==> config.mk <==
export PLATFORM = sky130hd
export DESIGN_NAME = cache_port_arbiter
export DESIGN_NICKNAME = d
export VERILOG_FILES = /design/src/rtl/cache_pkg.sv /design/src/rtl/rr_arbiter2.sv /design/src/rtl/cache_port_arbiter.sv
export SDC_FILE = /design/constraint.sdc
export NUM_CORES = 1
export LEC_CHECK = 0
export BUFFER_PORTS_ARGS = -buffer_cell sky130_fd_sc_hd__buf_2
export CORE_UTILIZATION = 49
export CTS_CLUSTER_DIAMETER = 100
export DETAILED_ROUTE_END_ITERATION = 12
export PLACE_DENSITY_LB_ADDON = 0.12
export SYNTH_ARGS = -nofsm -noshare
export SYNTH_HDL_FRONTEND = slang
export SYNTH_SLANG_ARGS = --single-unit
==> constraint.sdc <==
create_clock -name clk -period 3.45 [get_ports clk]
set_input_delay 0.1725 -clock clk [delete_from_list [all_inputs] [get_ports clk]]
set_output_delay 0.1725 -clock clk [all_outputs]
set_load 0.05 [all_outputs]
==> src/rtl/cache_pkg.sv <==
`default_nettype none
// ============================================================================
// Module      : cache_pkg
// Description : Shared types and constants for the cache port arbiter and the
//               Cache it drives: arbiter FSM state encoding, default bus
//               widths, and the latency counter width helper.
// Revision    : 1.0 - initial release
// ============================================================================
package cache_pkg;

    // Default widths, matching a Cache with size=1024 and an 8-bit out_value
    localparam int c_default_addr_width = 10;
    localparam int c_default_data_width = 8;

    typedef enum logic [1:0] {
        IDLE  = 2'd0,
        ISSUE = 2'd1,
        WAIT  = 2'd2
    } arb_state_t;

    // Width of a down-counter that must hold values 0..read_latency
    function automatic int lat_cnt_width(input int read_latency);
        return (read_latency < 1) ? 1 : $clog2(read_latency + 1);
    endfunction

endpackage
`default_nettype wire

==> src/rtl/rr_arbiter2.sv <==
`default_nettype none
// ============================================================================
// Module      : rr_arbiter2
// Description : Combinational two-way round-robin picker. A lone requester
//               wins outright; on a tie the port that was not served last
//               wins.
// Ports       : req[1:0]     - request per port (bit 0 = port 0)
//               last_served  - id of the most recently granted port
//               grant_valid  - at least one request is present
//               grant_id     - id of the winning port
// Revision    : 1.0 - initial release
// ============================================================================
module rr_arbiter2 (
    input  logic [1:0] req,
    input  logic       last_served,
    output logic       grant_valid,
    output logic       grant_id
);

    always_comb begin
        grant_valid = |req;
        grant_id    = 1'b0;
        if (req == 2'b11) begin
            grant_id = ~last_served;
        end else begin
            grant_id = req[1];
        end
    end

endmodule
`default_nettype wire

==> src/rtl/cache_port_arbiter.sv <==
`default_nettype none
// ============================================================================
// Module      : cache_port_arbiter
// Description : Shares a single-ported Cache between instruction fetch
//               (port 0) and load/store (port 1). Arbitrates round-robin,
//               latches the winner's command, issues one read or write
//               strobe, waits READ_LATENCY cycles and returns read data.
// Ports       : clk, rst                 - clock, synchronous active-high reset
//               rX_req/write/addr/wdata  - requester command, held until ack
//               rX_ack                   - one-cycle command-accepted pulse
//               rX_rvalid/rX_rdata       - one-cycle read response, data held
//               cache_address/read/write/wdata - Cache command interface
//               cache_rdata              - Cache read data (out_value)
//               busy                     - FSM is not idle
// Revision    : 1.0 - initial release
// ============================================================================
module cache_port_arbiter
    import cache_pkg::*;
#(
    parameter int ADDR_WIDTH   = c_default_addr_width,
    parameter int DATA_WIDTH   = c_default_data_width,
    parameter int READ_LATENCY = 1
) (
    input  logic                  clk,
    input  logic                  rst,
    input  logic                  r0_req,
    input  logic                  r0_write,
    input  logic [ADDR_WIDTH-1:0] r0_addr,
    input  logic [DATA_WIDTH-1:0] r0_wdata,
    output logic                  r0_ack,
    output logic                  r0_rvalid,
    output logic [DATA_WIDTH-1:0] r0_rdata,
    input  logic                  r1_req,
    input  logic                  r1_write,
    input  logic [ADDR_WIDTH-1:0] r1_addr,
    input  logic [DATA_WIDTH-1:0] r1_wdata,
    output logic                  r1_ack,
    output logic                  r1_rvalid,
    output logic [DATA_WIDTH-1:0] r1_rdata,
    output logic [ADDR_WIDTH-1:0] cache_address,
    output logic                  cache_read,
    output logic                  cache_write,
    output logic [DATA_WIDTH-1:0] cache_wdata,
    input  logic [DATA_WIDTH-1:0] cache_rdata,
    output logic                  busy
);

    if (READ_LATENCY < 1 || READ_LATENCY > 7) begin : g_bad_read_latency
        $error("cache_port_arbiter: READ_LATENCY must be in the range 1..7");
    end

    localparam int                 c_cnt_w    = lat_cnt_width(READ_LATENCY);
    localparam logic [c_cnt_w-1:0] c_cnt_load = c_cnt_w'(READ_LATENCY - 1);

    arb_state_t            r_state;
    arb_state_t            w_next_state;
    logic                  r_last_served;
    logic [c_cnt_w-1:0]    r_cnt;
    logic                  r_id;
    logic                  r_write;
    logic [ADDR_WIDTH-1:0] r_addr;
    logic [DATA_WIDTH-1:0] r_wdata;
    logic [DATA_WIDTH-1:0] r_rdata0;
    logic [DATA_WIDTH-1:0] r_rdata1;
    logic                  r_rvalid0;
    logic                  r_rvalid1;
    logic                  w_grant_valid;
    logic                  w_grant_id;

    rr_arbiter2 u_rr_arbiter2 (
        .req         ({r1_req, r0_req}),
        .last_served (r_last_served),
        .grant_valid (w_grant_valid),
        .grant_id    (w_grant_id)
    );

    // Next state and strobes. Acks derive from the registered state, so a
    // request never reaches an ack combinationally.
    always_comb begin
        w_next_state = r_state;
        cache_read   = 1'b0;
        cache_write  = 1'b0;
        r0_ack       = 1'b0;
        r1_ack       = 1'b0;
        unique case (r_state)
            IDLE: begin
                if (w_grant_valid) begin
                    w_next_state = ISSUE;
                end
            end
            ISSUE: begin
                cache_read   = ~r_write;
                cache_write  = r_write;
                r0_ack       = ~r_id;
                r1_ack       = r_id;
                w_next_state = r_write ? IDLE : WAIT;
            end
            WAIT: begin
                if (r_cnt == '0) begin
                    w_next_state = IDLE;
                end
            end
            default: begin
                w_next_state = IDLE;
            end
        endcase
    end

    always_ff @(posedge clk) begin
        if (rst) begin
            r_state       <= IDLE;
            r_last_served <= 1'b1;
            r_cnt         <= '0;
            r_id          <= 1'b0;
            r_write       <= 1'b0;
            r_addr        <= '0;
            r_wdata       <= '0;
            r_rdata0      <= '0;
            r_rdata1      <= '0;
            r_rvalid0     <= 1'b0;
            r_rvalid1     <= 1'b0;
        end else begin
            r_state   <= w_next_state;
            r_rvalid0 <= 1'b0;
            r_rvalid1 <= 1'b0;
            unique case (r_state)
                IDLE: begin
                    if (w_grant_valid) begin
                        r_id          <= w_grant_id;
                        r_last_served <= w_grant_id;
                        r_write       <= w_grant_id ? r1_write : r0_write;
                        r_addr        <= w_grant_id ? r1_addr  : r0_addr;
                        r_wdata       <= w_grant_id ? r1_wdata : r0_wdata;
                    end
                end
                ISSUE: begin
                    if (!r_write) begin
                        r_cnt <= c_cnt_load;
                    end
                end
                WAIT: begin
                    // Counter reaches zero in the cycle cache_rdata is valid
                    if (r_cnt == '0) begin
                        if (r_id) begin
                            r_rdata1  <= cache_rdata;
                            r_rvalid1 <= 1'b1;
                        end else begin
                            r_rdata0  <= cache_rdata;
                            r_rvalid0 <= 1'b1;
                        end
                    end else begin
                        r_cnt <= r_cnt - 1'b1;
                    end
                end
                default: begin
                end
            endcase
        end
    end

    assign cache_address = r_addr;
    assign cache_wdata   = r_wdata;
    assign r0_rdata      = r_rdata0;
    assign r1_rdata      = r_rdata1;
    assign r0_rvalid     = r_rvalid0;
    assign r1_rvalid     = r_rvalid1;
    assign busy          = (r_state != IDLE);

endmodule
`default_nettype wire

* After elaboration in Yosys (flattened, before gate mapping)
Index checks and enable logic that the tools add are counted.
Widths: inputs -> output; s select.
** Word-level totals
- Bits in registers :: 42
- Output and inout bits :: 41
- Word-level logic and storage cells :: 50
** Cells by class
- Add/sub/neg operators :: 1
- Eq/ne operators :: 6
- Mux-type cells :: 17
- Bitwise gates (word level) :: 5
- Reductions and logical operators :: 10
** Operators by type and width (number)
- $mux 1 :: 10
- $mux 10 :: 1
- $mux 8 :: 1
- $mux 2 :: 3
- $pmux 2 s3 :: 1
- $reduce_and 2->1 :: 3
- $reduce_and 3->1 :: 2
- $not 1->1 :: 5
- $eq 2x2->1 const B :: 2
- $ne 2x2->1 const B :: 2
- $reduce_bool 2->1 :: 2
- $reduce_or 3->1 :: 1
- $eq 2x1->1 const B :: 1
- $logic_not 2->1 :: 1
- $ne 2x1->1 const B :: 1
- $pmux 1 s2 :: 1
- $reduce_or 2->1 :: 1
- $sub 1x1->1 const B :: 1

* Logic depth before layout (Yosys ltp)
- Depth after elaboration :: 3
- Gate-level depth with buffers :: 5
- Depth with buffers taken out :: 4

* Cells and area by module
A second synthesis with hierarchy kept.
** Second synthesis, totals
- Cells, all modules :: 185
- Area total of the unflattened synthesis :: 1750.4 um^2
** By module, submodules not included
- cache_port_arbiter :: times used 1, cells an instance 183, area an instance 1736.7 um^2, sequential area each 820.8 um^2
- rr_arbiter2 :: times used 1, cells an instance 2, area an instance 13.8 um^2, sequential area each 0.0 um^2

* Worst setup path before layout
No wires, ideal clock.
- Path kind :: reg-to-output
- Start :: register r_state[1]
- End :: output cache_read
- Data arrival time :: 1187 ps
- Required time :: 3277 ps
- Setup slack :: 2091 ps
- Cell stages (with the launch flop) :: 3
- Buffers on the path :: 0
- Cell sequence :: dfxtp_1 nand2b_1 nor2_1
** Between the ends
- Word-level cells in the longest chain between the ends :: 2
** RTL lines
- start, declared :: RTL line cache_port_arbiter.sv:55 : arb_state_t r_state;
- start signal, assigned :: RTL line cache_port_arbiter.sv:123 : r_state <= w_next_state;
- $eq 2x1->1 :: RTL line cache_port_arbiter.sv:85 : unique case (r_state)
- $mux 1 :: RTL line cache_port_arbiter.sv:85
- end, declared :: RTL line cache_port_arbiter.sv:41 : output logic cache_read,
No other way between the ends.

* Worst setup path in the final report
- Start :: register r_state[1]
- End :: register r_wdata[6], in the netlist cache_wdata[6]
** Between the ends
- Word-level cells in the longest chain between the ends :: 2
** RTL lines
- $logic_not 2->1 :: RTL line cache_port_arbiter.sv:126 : unique case (r_state)
- $reduce_and 2->1 (no line)
- end signal, assigned :: RTL line cache_port_arbiter.sv:133 : r_wdata <= w_grant_id ? r1_wdata : r0_wdata;
- end, declared :: RTL line cache_port_arbiter.sv:62 : logic [DATA_WIDTH-1:0] r_wdata;
No other way between the ends.
A chain may end at the register's enable or synchronous reset.

==> results.sh <==
export IMPL_yosysUniqueCellTypes=27
export IMPL_clk_transition_reported_paths_ns=0.07
export IMPL_totalNegativeSetupSlack_ns=0
export IMPL_dieHeight_um=63.1
export IMPL_wl_per_cell_um=12.6
export IMPL_cts_buffers=5
export IMPL_antenna_violating_nets_post_route=0
export IMPL_syn_area_per_cell_um2=9.64
export IMPL_clock_power_share=0.269
export IMPL_power_leakage_nw=1.12
export IMPL_chipWidth_um=63.1
export IMPL_post_cts_hold_buffer_count=0
export IMPL_routabilityCongestion=0.713
export IMPL_cts_resized=0
export IMPL_hold_class="in2reg"
export IMPL_critPathMostFrequentCell="sky130_fd_sc_hd__nor2_4"
export IMPL_fin_crit_ns=1.79
export IMPL_remaining_drc_errors=0
export IMPL_cp_num_buf_inv=1
export IMPL_power_w=0.00117
export IMPL_grt_antenna_before_repair=0
export IMPL_outcome="finished, final reports clean"
export IMPL_critical_path_slowest_cell="sky130_fd_sc_hd__nor2_4"
export IMPL_report_final_hold_viol_count=0
export IMPL_internal_power_w=0.000761
export IMPL_timing_critical_path_cells="nor2_4 -> inv_2 -> nor2_4 -> a311oi_2"
export IMPL_synthesis_yosys_warnings=0
export IMPL_layout_drive_gt1_share=0.423
export IMPL_ioPinCount=91
export IMPL_drt_wl_total_um=4000
export IMPL_vdd_ir_drop_max_mv=0.360
export IMPL_via_count=1615
export IMPL_initialDrtViolationCount=145
export IMPL_worst_path_dominant_cell_family="simple AND/OR/NAND/NOR gates"
export IMPL_post_drt_via_cell_ratio=5.08
export IMPL_finalMaxSlewViolations=0
export IMPL_maxCapViolations=0
export IMPL_cts_tree="built"
export IMPL_synth_flop_cell="sky130_fd_sc_hd__dfxtp_1"
export IMPL_antenna_cells=0
export IMPL_first_global_vias=1561
export IMPL_clock_sinks=41
export IMPL_synth_ff_latch_count=41
export IMPL_rows=21
export IMPL_floorplan_die_area_um2=3990
export IMPL_post_synth_inst_count=190
export IMPL_criticalPathCategory="reg2reg"
export IMPL_clkLatencyLatePin_ns=0.29
export IMPL_cp_max_fo=23
export IMPL_numPlacedInstances=311
export IMPL_clock_tree_htree_level_count=2
export IMPL_globalRoute_totalOverflow=0
export IMPL_number_of_buffers_added_on_ports=90
export IMPL_timing_critical_path_slowest_cell_delay_ns=0.50
export IMPL_grt_pass1_wl_um=6880
export IMPL_setup_violations=0
export IMPL_detailedPlacementHpwl_um=2750
export IMPL_final_nets=322
export IMPL_grt_use_total=0.220
export IMPL_start_util=0.528
export IMPL_synth_edff_count=0
export IMPL_crit_required_ns=3.58
export IMPL_mappedNetlistNets=240
export IMPL_pwr_share_comb=0.276
export IMPL_start_kind="register"
export IMPL_final_cells=318
export IMPL_worst_clock_skew_ns=0.00550
export IMPL_drtPass1Iterations=4
export IMPL_synth_async_reset_ratio=0
export IMPL_post_route_period_util=0.520
export IMPL_cts_setup_buffers=0
export IMPL_seq_area_frac_synth=0.448
export IMPL_setup_repair_after_global_routing_missed_its_margin="no"
export IMPL_fmax_mhz=557
export IMPL_grt_max_degree=42
export IMPL_area_growth_synth_to_final_pct=24.5
export IMPL_cp_arrival_ns=1.93
export IMPL_worst_slew_pin_transition_ns=0.894
export IMPL_maxSlewHeadroom=0.401
export IMPL_syn_area_um2=1830
export IMPL_power_net_switching_w=0.000405
export IMPL_end_kind="register"
export IMPL_clk_path_buf_depth=2
export IMPL_power_switching_share=0.347
export IMPL_seq_pwr_share=0.454
export IMPL_cts_root_buffer_cell="sky130_fd_sc_hd__clkbuf_8"
export IMPL_core_region_area_um2=3470
export IMPL_power_density_cell_area_nw_per_um2=511
==> worst register-to-register path: stages, from the launching register on <==
cell and delay [ns]:
sky130_fd_sc_hd__dfxtp_1 0.35, sky130_fd_sc_hd__nor2_4 0.47, sky130_fd_sc_hd__inv_2 0.13, sky130_fd_sc_hd__nor2_4 0.50
sky130_fd_sc_hd__a311oi_2 0.19
==> power groups by stage <==
stage	clock, W	combinational (W)	sequential (W)
2_1_floorplan	0	0.000158	0.000643
3_3_place_gp	0	0.000321	0.000540
3_5_place_dp	0	0.000324	0.000540
4_1_cts	0.000322	0.000324	0.000530
5_1_grt	0.000347	0.000345	0.000535
6_report	0.000314	0.000322	0.000530
==> stage by stage <==
step / hold slack, ns / utilization / instance area (um2) / setup WS [ns]
after floorplan: 0.244 / - / 1830 / 2.09
after global routing: 0.136 / 0.657 / 2280 / 1.50
after global placement: 0.418 / 0.631 / 2190 / 1.70
final: 0.132 / 0.657 / 2280 / 1.66
after detailed placement: 0.429 / 0.631 / 2190 / 1.66
after CTS: 0.125 / 0.657 / 2280 / 1.65
==> state kept, by name (all words and copies together), names as in the netlist <==
signal         flops
cache_wdata        8
r_write            1
r_id               1
r_last_served      1
r1_rdata           8
r0_rvalid          1
cache_address     10
r1_rvalid          1
r_state            2
r0_rdata           8
==> worst paths after layout <==
kind	startpoint	endpoint	slack, ns	depth (start not counted)
max	r_state[1]	cache_wdata[6]	1.66	4
min	cache_rdata[7]	r0_rdata[7]	0.13	3
max reg2reg	r_state[1]	cache_wdata[6]	1.66	4
min reg2reg	r_write	r_state[1]	0.49	1
==> layout by cell type, fill, tap and decap left out <==
master	synthesis	final
sky130_fd_sc_hd__a21bo_1	1	1
sky130_fd_sc_hd__a21boi_2	1	1
sky130_fd_sc_hd__a21oi_1	18	18
sky130_fd_sc_hd__a21oi_2	2	2
sky130_fd_sc_hd__a221o_1	1	1
sky130_fd_sc_hd__a311oi_1	8	8
sky130_fd_sc_hd__a311oi_2	11	11
sky130_fd_sc_hd__buf_2	0	90
sky130_fd_sc_hd__clkbuf_8	3	6
sky130_fd_sc_hd__clkinvlp_4	0	1
sky130_fd_sc_hd__dfxtp_1	41	41
sky130_fd_sc_hd__inv_1	2	2
sky130_fd_sc_hd__inv_2	1	1
sky130_fd_sc_hd__mux2i_1	16	16
sky130_fd_sc_hd__nand2_1	40	40
sky130_fd_sc_hd__nand2b_1	1	1
sky130_fd_sc_hd__nand3b_1	1	1
sky130_fd_sc_hd__nor2_1	22	22
sky130_fd_sc_hd__nor2_4	2	2
sky130_fd_sc_hd__nor2b_1	2	2
sky130_fd_sc_hd__nor3_1	2	2
sky130_fd_sc_hd__nor3b_2	0	1
sky130_fd_sc_hd__o21ai_0	1	1
sky130_fd_sc_hd__or2_1	1	1
==> synth_stat cells, types with 3 or more instances <==
master                     number  area (um2)
sky130_fd_sc_hd__dfxtp_1       41         821
sky130_fd_sc_hd__nand2_1       40         150
sky130_fd_sc_hd__nor2_1        22        82.6
sky130_fd_sc_hd__a21oi_1       18        90.1
sky130_fd_sc_hd__mux2i_1       16         160
sky130_fd_sc_hd__a311oi_2      11         165
sky130_fd_sc_hd__a311oi_1       8        70.1
sky130_fd_sc_hd__buf_6          4        45.0
sky130_fd_sc_hd__buf_4          3        22.5
sky130_fd_sc_hd__clkbuf_1       3        11.3
sky130_fd_sc_hd__clkbuf_8       3        41.3
==> cell type report <==
class,instances,area [um2]
Fill cell,325,1190
Multi-Input combinational cell,131,850
Sequential cell,41,821
Timing Repair Buffer,90,450
Clock buffer,6,82.6
Tap cell,46,57.6
Inverter,3,11.3
Clock inverter,1,7.51
==> metal layers <==
metal  up-vias  global-route usage  share of wire
li1        826                   -              -
met1       730               0.260           0.45
met2        53               0.379           0.48
met3         6              0.0670          0.054
met4         0              0.0610          0.011
met5         -                   0              0
==> logic make-up after synthesis <==
group,synth area share
flops,0.448
compound gates,0.207
mux,0.0874
buf+inv,0.0908
simple gates,0.167
Note: power is estimated with default switching activity, not from simulation.
